<file path="src/rtl/imem_boot_loader_pkg.sv">
// Shared Hack memory widths and the boot-loader state encoding.
// Also holds the small state-decode helpers used by the loader FSM.
package imem_boot_loader_pkg;

  localparam int HACK_ADDR_W = 15;
  localparam int HACK_WORD_W = 16;

  typedef enum logic [2:0] {
    ST_LEN_HI  = 3'd0,
    ST_LEN_LO  = 3'd1,
    ST_DATA_HI = 3'd2,
    ST_DATA_LO = 3'd3,
    ST_WRITE   = 3'd4,
    ST_RELEASE = 3'd5,
    ST_RUN     = 3'd6,
    ST_ERROR   = 3'd7
  } loader_state_e;

  function automatic logic takes_bytes(input loader_state_e s);
    return (s == ST_LEN_HI) || (s == ST_LEN_LO) || (s == ST_DATA_HI) || (s == ST_DATA_LO);
  endfunction

  function automatic logic is_timed(input loader_state_e s);
    return (s == ST_LEN_LO) || (s == ST_DATA_HI) || (s == ST_DATA_LO);
  endfunction

  function automatic logic is_loading(input loader_state_e s);
    return (s != ST_RUN) && (s != ST_ERROR);
  endfunction

endpackage

</file>
<file path="src/rtl/imem_boot_loader_byte_timeout.sv">
// Idle-cycle counter between received bytes; expired is asserted on the last allowed idle cycle.
// With TIMEOUT_CYCLES = 0 the expired output is constant low.
module imem_boot_loader_byte_timeout #(
  parameter int TIMEOUT_CYCLES = 0
) (
  input  logic clk,
  input  logic reset_n,
  input  logic clear,
  input  logic enable,
  output logic expired
);

  localparam int LIMIT = (TIMEOUT_CYCLES > 0) ? TIMEOUT_CYCLES : 1;
  localparam int CNT_W = $clog2(LIMIT + 1);

  logic [CNT_W-1:0] cnt_q;
  logic [CNT_W-1:0] cnt_d;

  // Next idle count: cleared on request, saturating at the limit.
  always_comb begin
    cnt_d = cnt_q;
    if (clear) begin
      cnt_d = '0;
    end else if (enable && (cnt_q != CNT_W'(LIMIT))) begin
      cnt_d = cnt_q + CNT_W'(1);
    end else begin
      cnt_d = cnt_q;
    end
  end

  // Idle count register.
  always_ff @(posedge clk or negedge reset_n) begin
    if (!reset_n) begin
      cnt_q <= '0;
    end else begin
      cnt_q <= cnt_d;
    end
  end

  assign expired = (TIMEOUT_CYCLES > 0) && enable && (cnt_q == CNT_W'(LIMIT - 1));

endmodule

</file>
<file path="src/rtl/imem_boot_loader.sv">
// Loads a big-endian length-prefixed program from the UART into the Hack instruction memory,
// holding the CPU in reset until the image is complete, then hands the read address to the PC.
module imem_boot_loader
  import imem_boot_loader_pkg::*;
#(
  parameter int ADDR_W         = HACK_ADDR_W,
  parameter int TIMEOUT_CYCLES = 0,
  parameter bit BOOT_ON_RESET  = 1'b1
) (
  input  logic                   clk,
  input  logic                   reset_n,
  input  logic [7:0]             rx_data,
  input  logic                   rx_valid,
  output logic                   rx_ready,
  input  logic                   load_req,
  input  logic [ADDR_W-1:0]      cpu_pc,
  output logic [ADDR_W-1:0]      imem_addr,
  output logic [HACK_WORD_W-1:0] imem_wdata,
  output logic                   imem_we,
  output logic                   cpu_reset,
  output logic                   loading,
  output logic                   load_done,
  output logic                   load_error,
  output logic [15:0]            words_loaded
);

  localparam loader_state_e RESET_STATE = BOOT_ON_RESET ? ST_LEN_HI : ST_RUN;

  loader_state_e          state_q, state_d;
  logic [15:0]            count_q, count_d;
  logic [7:0]             hi_q, hi_d;
  logic [HACK_WORD_W-1:0] wdata_q, wdata_d;
  logic [ADDR_W-1:0]      addr_q, addr_d;
  logic [15:0]            words_q, words_d;
  logic                   done_q, done_d;
  logic                   we_q, we_d;
  logic                   cpu_reset_q, cpu_reset_d;
  logic                   loading_q, loading_d;
  logic                   error_q, error_d;
  logic                   rx_ready_q, rx_ready_d;

  logic                   accept_s;
  logic [15:0]            len_s;
  logic                   expired_s;
  logic                   timer_clear_s;
  logic                   timer_en_s;

  // A byte racing a load_req is discarded.
  assign accept_s      = rx_valid && rx_ready_q && !load_req;
  assign len_s         = {count_q[15:8], rx_data};
  assign timer_en_s    = is_timed(state_q);
  assign timer_clear_s = accept_s || load_req || (state_d != state_q);

  imem_boot_loader_byte_timeout #(
    .TIMEOUT_CYCLES(TIMEOUT_CYCLES)
  ) u_timeout (
    .clk    (clk),
    .reset_n(reset_n),
    .clear  (timer_clear_s),
    .enable (timer_en_s),
    .expired(expired_s)
  );

  // Loader FSM next state, datapath updates and decoded output values.
  always_comb begin
    state_d = state_q;
    count_d = count_q;
    hi_d    = hi_q;
    wdata_d = wdata_q;
    addr_d  = addr_q;
    words_d = words_q;
    done_d  = done_q;
    if (load_req) begin
      state_d = ST_LEN_HI;
      addr_d  = '0;
      words_d = 16'd0;
      done_d  = 1'b0;
    end else begin
      case (state_q)
        ST_LEN_HI: begin
          if (accept_s) begin
            count_d[15:8] = rx_data;
            state_d       = ST_LEN_LO;
          end else begin
            state_d = ST_LEN_HI;
          end
        end
        ST_LEN_LO: begin
          if (accept_s) begin
            count_d = len_s;
            if (len_s == 16'd0) begin
              state_d = ST_RELEASE;
            end else if (32'(len_s) > (32'd1 << ADDR_W)) begin
              state_d = ST_ERROR;
            end else begin
              state_d = ST_DATA_HI;
            end
          end else if (expired_s) begin
            state_d = ST_ERROR;
          end else begin
            state_d = ST_LEN_LO;
          end
        end
        ST_DATA_HI: begin
          if (accept_s) begin
            hi_d    = rx_data;
            state_d = ST_DATA_LO;
          end else if (expired_s) begin
            state_d = ST_ERROR;
          end else begin
            state_d = ST_DATA_HI;
          end
        end
        ST_DATA_LO: begin
          if (accept_s) begin
            wdata_d = {hi_q, rx_data};
            state_d = ST_WRITE;
          end else if (expired_s) begin
            state_d = ST_ERROR;
          end else begin
            state_d = ST_DATA_LO;
          end
        end
        ST_WRITE: begin
          // Saturate so a full-depth load never wraps back onto word 0.
          if (addr_q != {ADDR_W{1'b1}}) begin
            addr_d = addr_q + ADDR_W'(1);
          end else begin
            addr_d = addr_q;
          end
          words_d = words_q + 16'd1;
          if ((words_q + 16'd1) == count_q) begin
            state_d = ST_RELEASE;
          end else begin
            state_d = ST_DATA_HI;
          end
        end
        ST_RELEASE: begin
          state_d = ST_RUN;
          done_d  = 1'b1;
        end
        ST_RUN:   state_d = ST_RUN;
        ST_ERROR: state_d = ST_ERROR;
        default:  state_d = ST_ERROR;
      endcase
    end

    we_d        = (state_d == ST_WRITE);
    cpu_reset_d = (state_d != ST_RUN);
    loading_d   = is_loading(state_d);
    error_d     = (state_d == ST_ERROR);
    rx_ready_d  = takes_bytes(state_d);
  end

  // State, datapath and registered outputs.
  always_ff @(posedge clk or negedge reset_n) begin
    if (!reset_n) begin
      state_q     <= RESET_STATE;
      count_q     <= 16'd0;
      hi_q        <= 8'd0;
      wdata_q     <= '0;
      addr_q      <= '0;
      words_q     <= 16'd0;
      done_q      <= 1'b0;
      we_q        <= 1'b0;
      cpu_reset_q <= BOOT_ON_RESET;
      loading_q   <= BOOT_ON_RESET;
      error_q     <= 1'b0;
      rx_ready_q  <= BOOT_ON_RESET;
    end else begin
      state_q     <= state_d;
      count_q     <= count_d;
      hi_q        <= hi_d;
      wdata_q     <= wdata_d;
      addr_q      <= addr_d;
      words_q     <= words_d;
      done_q      <= done_d;
      we_q        <= we_d;
      cpu_reset_q <= cpu_reset_d;
      loading_q   <= loading_d;
      error_q     <= error_d;
      rx_ready_q  <= rx_ready_d;
    end
  end

  assign imem_addr    = (state_q == ST_RUN) ? cpu_pc : addr_q;
  assign imem_wdata   = wdata_q;
  assign imem_we      = we_q;
  assign cpu_reset    = cpu_reset_q;
  assign loading      = loading_q;
  assign load_done    = done_q;
  assign load_error   = error_q;
  assign rx_ready     = rx_ready_q;
  assign words_loaded = words_q;

endmodule
</file>
<file path="config.mk">
export PLATFORM = sky130hd
export DESIGN_NAME = imem_boot_loader
export DESIGN_NICKNAME = d
export VERILOG_FILES = /design/src/rtl/imem_boot_loader_pkg.sv /design/src/rtl/imem_boot_loader_byte_timeout.sv /design/src/rtl/imem_boot_loader.sv
export SDC_FILE = /design/constraint.sdc
export NUM_CORES = 1
export LEC_CHECK = 0
export BUFFER_PORTS_ARGS = -buffer_cell sky130_fd_sc_hd__buf_2
export CAP_MARGIN = 20
export CORE_ASPECT_RATIO = 2
export CORE_MARGIN = 3
export CORE_UTILIZATION = 25
export DETAILED_ROUTE_END_ITERATION = 16
export RECOVER_POWER = 100
export SYNTH_ARGS = -nofsm -noshare
export SYNTH_HDL_FRONTEND = slang
export SYNTH_SLANG_ARGS = --single-unit
</file>
<file path="constraint.sdc">
create_clock -name clk -period 3.05 [get_ports clk]
set_input_delay 0.1525 -clock clk [delete_from_list [all_inputs] [get_ports clk]]
set_output_delay 0.1525 -clock clk [all_outputs]
set_load 0.005 [all_outputs]
</file>
; ---- After elaboration in Yosys (flattened, before gate mapping)
; Index checks and enable logic that the tools add are counted.
[totals]
ff_bits = 80
in_bits = 27
output_inout_bits = 53
wordCells = 72
[op_classes]
n_addsub = 2
n_lt_le_gt_ge = 1
n_eq_ne = 16
n_mux = 19
n_bitwise = 2
n_reduce_logical = 19
[ops]
columns = op, count
row1 = $mux 15, 4
row2 = $mux 16, 2
row3 = $pmux 3 s7, 1
row4 = $eq 3x3->1 const B, 6
row5 = $mux 3, 6
row6 = $add 16x1->16 const B, 1
row7 = $eq 16x16->1, 1
row8 = $gt 16x16->1 const B, 1
row9 = $logic_not 16->1, 1
row10 = $pmux 8 s2, 1
row11 = $add 15x1->15 const B, 1
row12 = $ne 15x15->1 const B, 1
row13 = $eq 3x2->1 const B, 4
row14 = $reduce_and 3->1, 3
row15 = $mux 8, 1
row16 = $eq 3x1->1 const B, 2
row17 = $logic_not 3->1, 2
row18 = $ne 3x3->1 const B, 2
row19 = $reduce_bool 2->1, 3
row20 = $mux 1, 4
row21 = $reduce_and 4->1, 1
row22 = $logic_and 1x1->1, 3
row23 = $logic_or 1x1->1, 3
row24 = $not 1->1, 2
row25 = 3 further kinds, 3

; ---- Longest topological paths before layout
; Gate-level depths: netlist (run 1).
[logic_depth]
word_depth = 10
mapped_depth = 8
depth_no_buf = 7

; ---- Hierarchy
; Synthesis (run 1) repeated with hierarchy kept, for this count alone.
[hier_totals]
cells_unflattened = 384
area_unflattened_um2 = 4202.8
[modules_own_cells]
columns = module, n_inst, cells_per_inst, area_each_um2
row1 = imem_boot_loader, 1, 382, 4191.5
row2 = imem_boot_loader_byte_timeout, 1, 2, 11.3

; ---- Least setup slack after synthesis (run 1)
; No wires, ideal clock.
[synth_path]
path_kind = flip-flop to flip-flop
startpoint = register words_q[0], in the netlist words_loaded[0]
endpoint = register rx_ready_q, in the netlist rx_ready
setup_ns = 0.084
t_arrival_ns = 2.165
setup_slack_ns = 0.802
path_stages_with_launch = 8
n_path_buf = 0
path_cell_list = dfrtp_1 -> ha_1 -> nand2_1 -> o31a_1 -> nor4_1 -> nor3_1 -> or4_4 -> a221o_1
[synth_via]
elab_chain_len = 9
elab_cells_between_ends = 12
[synth_rtl]
columns = element, line
row1 = "start, declared", imem_boot_loader.sv:34  ; logic [15:0] words_q, words_d;
row2 = "start signal, assigned", imem_boot_loader.sv:176  ; words_q <= words_d;
row3 = $add 16x1->16 (*), imem_boot_loader.sv:132  ; if ((words_q + 16'd1) == count_q) begin
row4 = $eq 16x16->1 (*), imem_boot_loader.sv:132
row5 = $mux 3 (*), imem_boot_loader.sv:132
row6 = $pmux 3 s7 (*), imem_boot_loader.sv:79  ; case (state_q)
row7 = $mux 3 (*), imem_boot_loader.sv:73  ; if (load_req) begin
row8 = $eq 3x1->1 / $logic_not 3->1 (equally long branches), imem_boot_loader_pkg.sv:20  ; return (s == ST_LEN_HI) || (s == ST_LEN_LO) || (s == ST_DATA_HI) || (s == ST_DATA_LO);
row9 = $logic_or 1x1->1 (2 in series), imem_boot_loader_pkg.sv:20
row10 = $logic_or 1x1->1 (*), imem_boot_loader_pkg.sv:20
row11 = net rx_ready_d, imem_boot_loader.sv:40  ; logic rx_ready_q, rx_ready_d;
row12 = "end signal, assigned", imem_boot_loader.sv:182  ; rx_ready_q <= rx_ready_d;
row13 = "end, declared", imem_boot_loader.sv:40
; The timed path passes the listed nets; every way through them passes the cells marked *.
; A chain may end at the register's enable or synchronous reset.

; ---- Worst setup path after layout (run 1)
[layout_path]
startpoint = register words_q[7], in the netlist words_loaded[7]
endpoint = register rx_ready_q, in the netlist rx_ready
; Same word-level chain as after synthesis.

==> results of run 1 <==
[metrics by stage]
step / instances / power (mW) / cell area [um^2] / utilization
after CTS: 658 / 2.68 / 5000 / 0.314
final: 660 / 2.64 / 4970 / 0.312
after global placement: 642 / 1.54 / 4690 / 0.294
after global routing: 660 / 2.77 / 4970 / 0.312
after floorplan: 375 / 1.43 / 4090 / -
after detailed placement: 642 / 1.56 / 4690 / 0.294
[worst min-delay path by stage]
| stage | slack (ps) | to | cells past startpoint |
|---|---|---|---|
| floorplan | -140 | addr_q[0]$_DFFE_PN0P_ | 0 |
| global placement | 390 | words_loaded[13]$_DFFE_PN0P_ | 1 |
| detailed placement | 400 | words_loaded[12]$_DFFE_PN0P_ | 1 |
| CTS | 40 | words_loaded[12]$_DFFE_PN0P_ | 1 |
| global route | 130 | count_q[11]$_DFFE_PN0P_ | 2 |
| finish | 120 | hi_q[3]$_DFFE_PN0P_ | 2 |
[layout make-up]
cell class                      instances  share of cell area
Multi-Input combinational cell        272               0.395
Clock inverter                          6              0.0139
Sequential cell                        80               0.404
Clock buffer                           10              0.0481
Inverter                                6             0.00453
Timing Repair Buffer                   85              0.0836
Tap cell                              201              0.0506
[cells by family after synthesis]
group,Yosys count
AND/OR/NAND/NOR,133
buffers and inverters,23
AO/OA/AOI/OAI,40
XOR/XNOR,42
multiplexers,55
adder cells (fa/ha/maj),2
flip-flops,80
[state kept, by name (all words and copies together) (netlist names), 3 cells and up]
name and flops:
words_loaded 16, state_q 3, addr_q 15, count_q 16, imem_wdata 16, hi_q 8
[synth_stat cells, drive strengths merged, types with 2 or more instances]
| master | count |
|---|---|
| a21oi | 7 |
| a31oi | 4 |
| and2 | 2 |
| and3 | 3 |
| and4 | 2 |
| buf | 7 |
| clkbuf | 10 |
| dfrtp | 77 |
| dfstp | 3 |
| ha | 2 |
| inv | 6 |
| mux2 | 55 |
| nand2 | 26 |
| nand3 | 11 |
| nand4 | 13 |
| nand4b | 2 |
| nor2 | 40 |
| nor3 | 12 |
| nor3b | 4 |
| nor4 | 9 |
| o211ai | 3 |
| o21ai | 8 |
| o311ai | 2 |
| o31a | 3 |
| or3 | 4 |
| xnor2 | 18 |
| xor2 | 24 |
[per-layer routing]
layer  part of all wire  wire length [um]
met1               0.37              4100
met2               0.55              5990
met3              0.052               569
met4              0.030               328
met5                  0                 0
[timing repair]
action | in CTS | in global routing
resized for setup | 0 | 0
buffers inserted | 0 | 0
hold buffers | 0 | 1
endpoints found under the hold margin | 0 | 43
[power by group through the flow]
stage               Clock, mW  Sequential (mW)  Combinational, mW
finish                   1.10             1.24              0.298
floorplan                   0             1.23              0.204
detailed placement          0             1.26              0.300
global placement            0             1.25              0.290
CTS                      1.14             1.24              0.301
global route             1.19             1.25              0.332
==> reports/results.ini, run 1 <==
[worst_setup_path]
r2r_slack_ps = 410
endpoint_kind = flip-flop
crit_arrival_ps = 2910
critPathSlowestCell = dfrtp_1
start_kind = flip-flop
crit_type = flip-flop to flip-flop
timing.rr.start = words_loaded[7]$_DFFE_PN0P_
cp_cell_sequence = nand3_1, or3_1, a211oi_2, o221ai_1, or4_4, a221o_1
crit_start = words_loaded[7]$_DFFE_PN0P_
crit_buf_inv = 0
cp_top_family = simple AND/OR/NAND/NOR gates
crit_end = rx_ready$_DFF_PN1_
r2r_cells = 6
r2r_end = rx_ready$_DFF_PN1_
worstPathMaxFanout = 10
required_ps = 3320
crit_cells = 6
cp_slowest_stage_delay_ps = 540

[hold_path]
hold_class = primary input to flip-flop
min-delay-start = rx_data[3]

[drt]
drt-pass1-iter-count = 4
drc = 0
antenna_left = 0
vias = 3242
wirelength_um = 11000
drt_iter0_markers = 200
via_per_inst = 4.91
wire_per_inst_um = 16.7

[sta]
worst_pin_slew_ps = 988
post-route-min-period_ps = 2640
setup_viol = 0
finalCritPeriodShare = 0.866
final.setup.worst_slack_ps = 409
grt_setup_unrepaired = false
setup_tns_ps = 0
slew_violations = 0
max_freq_mhz = 379
hold_violations = 0
fin_hold_ws_ps = 123
finalClockSkew_ps = 7.92
maxSlewHeadroom = 0.341

[global_routing]
use_met2 = 0.227
overflow = 0
grt_use_total = 0.128
grt_max_degree = 81
grt_pass1_wl_um = 17600
grt_pass1_vias = 3333
use_met1 = 0.140
busiest_layer = met2
antenna_found_initial = 0
use_met3 = 0.0286

[cells_and_area]
drive_gt1_frac = 0.288
nets = 483
fillers = 1705
syn_to_final_growth_pct = 21.6
regArea_um2 = 2010
antenna_cells = 0
multi_input_area_um2 = 1960
final_cell_mix = 77 x dfrtp_1, 55 x mux2_2, 50 x buf_2
final_common_cell = dfrtp_1

[power_and_ir_drop]
p_leak_nw = 2.19
p_clk_frac = 0.418
pwr-share-seq = 0.469
p_per_area_nw_per_um2 = 531
ir_drop_uv = 348
switching_share = 0.252
power.switching_mw = 0.666
intPower_mw = 1.97
comb_power_share = 0.113

[yosys]
synthSimpleGateAreaFrac = 0.168
synth.top_cell.area_share = 0.472
syn-cell-area_um2 = 4090
yosysSeqAreaShare = 0.491
synth_mux_area_frac = 0.152
syn-num-nets = 404
synth_area_leaders = dfrtp_1 47%, mux2_2 15%, xor2_1 5.1%
synth_compound_area_frac = 0.0689
yosysWarnings = 0
synth_fa_ha_area_frac = 0.00613
synth_top_family_by_area = simple AND/OR/NAND/NOR gates
yosys.area.top_type = dfrtp_1
syn_inst = 375
avgSynthCellArea_um2 = 10.9
synth_xor_area_frac = 0.0900
ys_ff_latch = 80
synth_edf_count = 0
async_flop_share = 1.00
yosys.cell_types.count = 51
ys.flop_type = dfrtp_1

[place]
place_hpwl_um = 8100
port_buffers = 79
dpl_worst_slack_ps = 584
routabilityCongestion = 0.883

[cts]
cts_max_path_buffers = 2
clockRootBuffer = clkbuf_16
insertion_delay_ps = 340
clk_pin_slew_ps = 60
cts_tree = built
numCtsBuffers = 9
htreeDepth = 3
cts.sinks = 80

[run]
cap_violations = 0

[floorplan]
pin_count = 80
dieHeight_um = 187
die_width_um = 96.4
rows = 65
core_um2 = 15900
initial_utilization = 0.256
fp.dieArea_um2 = 18000

[status]
outcome = completed

(Power assumes the default switching activity.)
==> inputs of run 2 (changes only) <==
CORE_UTILIZATION = 40   (was 25)
SETUP_SLACK_MARGIN = 0.1   (was unset)
==> reports/results.ini, run 2 (synthesized netlist as in run 1, its figures left out) <==
[global_routing]
grt_max_degree = 81  ; unchanged
grt_pass1_wl_um = 16100  ; -8.2%
overflow = 0  ; unchanged
grt_use_total = 0.180  ; +0.0528
antenna_found_initial = 0  ; unchanged
grt_pass1_vias = 3155  ; -5.3%

[sta]
final.setup.worst_slack_ps = 552  ; +144 ps
grt_setup_unrepaired = false
slew_violations = 36  ; +36
post-route-min-period_ps = 2500  ; -144 ps
setup_tns_ps = 0  ; unchanged
max_freq_mhz = 400  ; +5.8%
finalClockSkew_ps = 4.93  ; -3.00 ps
finalCritPeriodShare = 0.819  ; -0.0471
maxSlewHeadroom = -0.339  ; -0.680
worst_pin_slew_ps = 2010  ; +1020 ps
fin_hold_ws_ps = 137  ; +14.1 ps
hold_violations = 0  ; unchanged
setup_viol = 0  ; unchanged

[cts]
cts_tree = built
numCtsBuffers = 9  ; unchanged
hold_buffers = 0  ; unchanged
cts-resized-gates = 0  ; unchanged
clockRootBuffer = clkbuf_16
insertion_delay_ps = 340  ; about the same
cts.sinks = 80  ; unchanged
cts_max_path_buffers = 2  ; unchanged
clk_pin_slew_ps = 60  ; about the same
cts_setup_buffers = 0  ; unchanged
htreeDepth = 3  ; unchanged

[cells_and_area]
final_cell_mix = 77 x dfrtp_1, 55 x mux2_2, 44 x buf_2
drive_gt1_frac = 0.276  ; -0.0115
antenna_cells = 0  ; unchanged
nets = 484  ; +0.21%
syn_to_final_growth_pct = 19.4
final_common_cell = dfrtp_1
layout.cells.non_filler = 592  ; -10%

[status]
outcome = finished, violations left
violations = capacitance limit, slew limit

[worst_setup_path]
crit_type = flip-flop to flip-flop
endpoint_kind = flip-flop
start_kind = flip-flop
required_ps = 3310  ; about the same
crit_arrival_ps = 2760  ; -150 ps
worstPathMaxFanout = 12  ; +2

[place]
port_buffers = 79  ; unchanged
routabilityCongestion = 0.871  ; -1.3%
place_hpwl_um = 7460  ; -7.8%
placed_cells = 574  ; -11%
dpl_worst_slack_ps = 614  ; +30.0 ps

[drt]
drt_iter0_markers = 198  ; -1.0%
drt-pass1-iter-count = 4  ; unchanged
wirelength_um = 10000  ; -8.7%
routedLengthMet1_um = 3780  ; -7.9%
wl_met3_um = 505  ; -11%
via_per_inst = 5.43  ; +11%
wl_met2_um = 5400  ; -9.9%
antenna_left = 0  ; unchanged
top_layer_used = met4
vias = 3217  ; -0.77%
drc = 0  ; unchanged
wire_per_inst_um = 17.0  ; +1.8%

[hold_path]
hold_class = primary input to flip-flop

[power_and_ir_drop]
p_leak_nw = 2.16  ; -1.3%
p_per_area_nw_per_um2 = 536  ; +0.87%
ir_drop_uv = 441  ; +27%

[floorplan]
rows = 51  ; -22%
initial_utilization = 0.416  ; +0.159
fp.dieArea_um2 = 11500  ; -36%
dieHeight_um = 149  ; -20%
core_um2 = 9830  ; -38%
die_width_um = 77.5  ; -20%
pin_count = 80  ; unchanged

[run]
cap_violations = 1  ; +1

==> run 2: changes by cell type in the layout (fill, tap and decap cells not counted), moves of 3 or more <==
cell      change
buf_2         -6
clkbuf_1      +7
clkinv_4      -3
inv_6         +4
==> run 2: worst max-delay path, cell delays in order (launching register included) <==
cell     delay, ps
dfrtp_1        560
nand4_2        240
o31a_1         340
nor4_1         230
nor3_1          70
or4_1          610
a221o_1        370
==> run 2: final cells by class <==
| cell class | count | area, um^2 |
|---|---|---|
| Clock inverter | 7 | 77.6 |
| Multi-Input combinational cell | 272 | 1970 |
| Tap cell | 132 | 165 |
| Clock buffer | 9 | 225 |
| Sequential cell | 80 | 2010 |
| Fill cell | 960 | 4950 |
| Timing Repair Buffer | 86 | 408 |
| Inverter | 6 | 22.5 |
==> run 2: final timing paths <==
kind | start | slack (ps) | cells after the start | to
worst max-delay path | words_loaded[3]$_DFFE_PN0P_ | 550 | 6 | rx_ready$_DFF_PN1_
worst min-delay path | rx_data[6] | 140 | 2 | imem_wdata[6]$_DFFE_PN0P_
worst max register to register | words_loaded[3]$_DFFE_PN0P_ | 550 | 6 | rx_ready$_DFF_PN1_
worst min register to register | load_done$_DFFE_PN0P_ | 500 | 2 | load_done$_DFFE_PN0P_
max in group asynchronous | reset_n | 970 | 2 | words_loaded[13]$_DFFE_PN0P_
min in group asynchronous | reset_n | 920 | 2 | addr_q[10]$_DFFE_PN0P_
==> run 2: through the flow <==
step                area [um^2]   util  power [mW]
global placement           4610  0.469        1.54
floorplan                  4090      -        1.43
detailed placement         4610  0.469        1.55
global route               4880  0.496        2.72
finish                     4880  0.496        2.61
CTS                        4910  0.500        2.64
==> run 2: routing by layer <==
| metal | vias up | GRT usage |
|---|---|---|
| met2 | 104 | 0.331 |
| met3 | 24 | 0.0333 |
| met4 | 0 | 0.0945 |
| met1 | 1579 | 0.193 |
| li1 | 1510 | - |
| met5 | - | 0 |
==> run 2: power breakdown <==
| group | switching, mW | internal (mW) |
|---|---|---|
| Sequential | 0.0766 | 1.15 |
| Clock | 0.446 | 0.644 |
| Combinational | 0.134 | 0.160 |
| Total | 0.656 | 1.96 |
==> inputs of run 3 (changes only) <==
clock period = 2.5 ns   (was 3.05 ns; I/O delays follow)
==> reports/results.ini, run 3 (synthesized netlist as in run 1, its figures left out) <==
[place]
port_buffers = 79  ; unchanged
routabilityCongestion = 0.872  ; about the same
placed_cells = 585  ; +1.9%
place_hpwl_um = 7730  ; +3.6%

[sta]
max_freq_mhz = 424  ; +5.9%
setup_viol = 0  ; unchanged
setup_tns_ps = 0  ; unchanged
finalClockSkew_ps = 5.66  ; +0.730 ps
slew_violations = 0  ; -100%
finalCritPeriodShare = 0.943  ; +0.124
grt_setup_unrepaired = false
maxSlewHeadroom = 0.332  ; +0.672
hold_violations = 0  ; unchanged
worst_pin_slew_ps = 1000  ; -1010 ps
post-route-min-period_ps = 2360  ; -140 ps

[worst_setup_path]
cp_cell_sequence = ha_4, nand2_1, o31a_1, nor4_1, nor3_1, or4_4, a221o_1
crit_buf_inv = 0  ; unchanged
crit_type = flip-flop to flip-flop
r2r_cells = 7  ; +1
cp_top_family = simple AND/OR/NAND/NOR gates
endpoint_kind = flip-flop
critPathSlowestCell = or4_4
start_kind = flip-flop
worstPathMaxFanout = 5  ; -7
crit_cells = 7  ; +1
cp_slowest_stage_delay_ps = 570  ; -40 ps
crit_arrival_ps = 2620  ; -140 ps
required_ps = 2760  ; -550 ps

[floorplan]
dieHeight_um = 149  ; unchanged
fp.dieArea_um2 = 11500  ; unchanged
rows = 51  ; unchanged
initial_utilization = 0.416  ; unchanged
die_width_um = 77.5  ; unchanged
core_um2 = 9830  ; unchanged
pin_count = 80  ; unchanged

[cts]
cts_max_path_buffers = 2  ; unchanged
clk_pin_slew_ps = 60  ; about the same
clockRootBuffer = clkbuf_16
cts_tree = built
cts.sinks = 80  ; unchanged
cts_setup_buffers = 0  ; unchanged
insertion_delay_ps = 340  ; about the same
htreeDepth = 3  ; unchanged
numCtsBuffers = 9  ; unchanged

[drt]
drc = 0  ; unchanged
antenna_left = 0  ; unchanged
drt-pass1-iter-count = 4  ; unchanged
via_per_inst = 5.33  ; -1.9%
wire_per_inst_um = 17.2  ; +1.4%
vias = 3209  ; -0.25%
drt_iter0_markers = 133  ; -33%
wirelength_um = 10400  ; +3.1%

[global_routing]
grt_pass1_vias = 3370  ; +6.8%
grt_pass1_wl_um = 16900  ; +4.5%
overflow = 0  ; unchanged
antenna_found_initial = 0  ; unchanged
grt_use_total = 0.188  ; +0.00724
grt_max_degree = 81  ; unchanged

[cells_and_area]
final_common_cell = dfrtp_1
final_cell_mix = 76 x dfrtp_1, 59 x buf_2, 55 x mux2_2
utilization = 0.510  ; +0.0139
antenna_cells = 0  ; unchanged
drive_gt1_frac = 0.338  ; +0.0622
layout.cells.non_filler = 602  ; +1.7%
nets = 495  ; +2.3%
syn_to_final_growth_pct = 22.7
fillers = 960  ; unchanged

[run]
cap_violations = 0  ; -1

[hold_path]
hold_class = primary input to flip-flop
holdPathStages = 2  ; unchanged

[status]
outcome = completed

[power_and_ir_drop]
p_leak_nw = 2.27  ; +4.9%
ir_drop_uv = 483  ; +9.5%
p_per_area_nw_per_um2 = 639  ; +19%

## run 3: power breakdown
| group | internal (mW) | leakage [nW] | switching [mW] |
|---|---|---|---|
| Clock | 0.823 | 0.144 | 0.512 |
| Combinational | 0.196 | 1.06 | 0.164 |
| Sequential | 1.41 | 1.06 | 0.0986 |
| Total | 2.43 | 2.27 | 0.775 |
## run 3: worst paths after layout
| kind | from | end | slack (ps) |
|---|---|---|---|
| worst max-delay path | words_loaded[1]$_DFFE_PN0P_ | rx_ready$_DFF_PN1_ | 140 |
| max in group asynchronous | reset_n | words_loaded[7]$_DFFE_PN0P_ | 890 |
| worst max register to register | words_loaded[1]$_DFFE_PN0P_ | rx_ready$_DFF_PN1_ | 140 |
| worst min-delay path | rx_data[6] | imem_wdata[6]$_DFFE_PN0P_ | 110 |
| min in group asynchronous | reset_n | addr_q[10]$_DFFE_PN0P_ | 200 |
| worst min register to register | imem_wdata[14]$_DFFE_PN0P_ | imem_wdata[14]$_DFFE_PN0P_ | 500 |
## run 3: what timing repair did
action,in CTS,in global routing
setup endpoints to repair,1,4
endpoints found under the hold margin,3,0
gates resized for setup,2,16
pin swaps,0,1
cloned,0,0
hold buffers,1,0
## run 3: per-stage QoR
stage	area, um^2	hold WS, ps	power [mW]	setup slack, ps
floorplan	4090	-171	1.75	252
global placement	4690	347	1.88	145
detailed placement	4690	355	1.89	97.2
CTS	5010	107	3.23	101
global route	5010	109	3.34	58.5
finish	5010	108	3.20	142
## run 3: layout make-up
class,instances,area [um^2],area share
clock inverter,4,53.8,0.0107
sequential,80,2010,0.400
multi-input combinational,272,2030,0.406
clock buffer,11,253,0.0504
timing repair buffer,97,479,0.0956
tap,132,165,0.0329
inverter,6,22.5,0.00449
## run 3: metal layers
metal  wire length [um]  up-vias  part of all wire  track usage
li1                   -     1529                 -            -
met5                  0        -                 0            0
met1               3830     1568              0.37        0.193
met2               5730       88              0.55        0.354
met4                342        0             0.033       0.0998
met3                442       24             0.043       0.0314
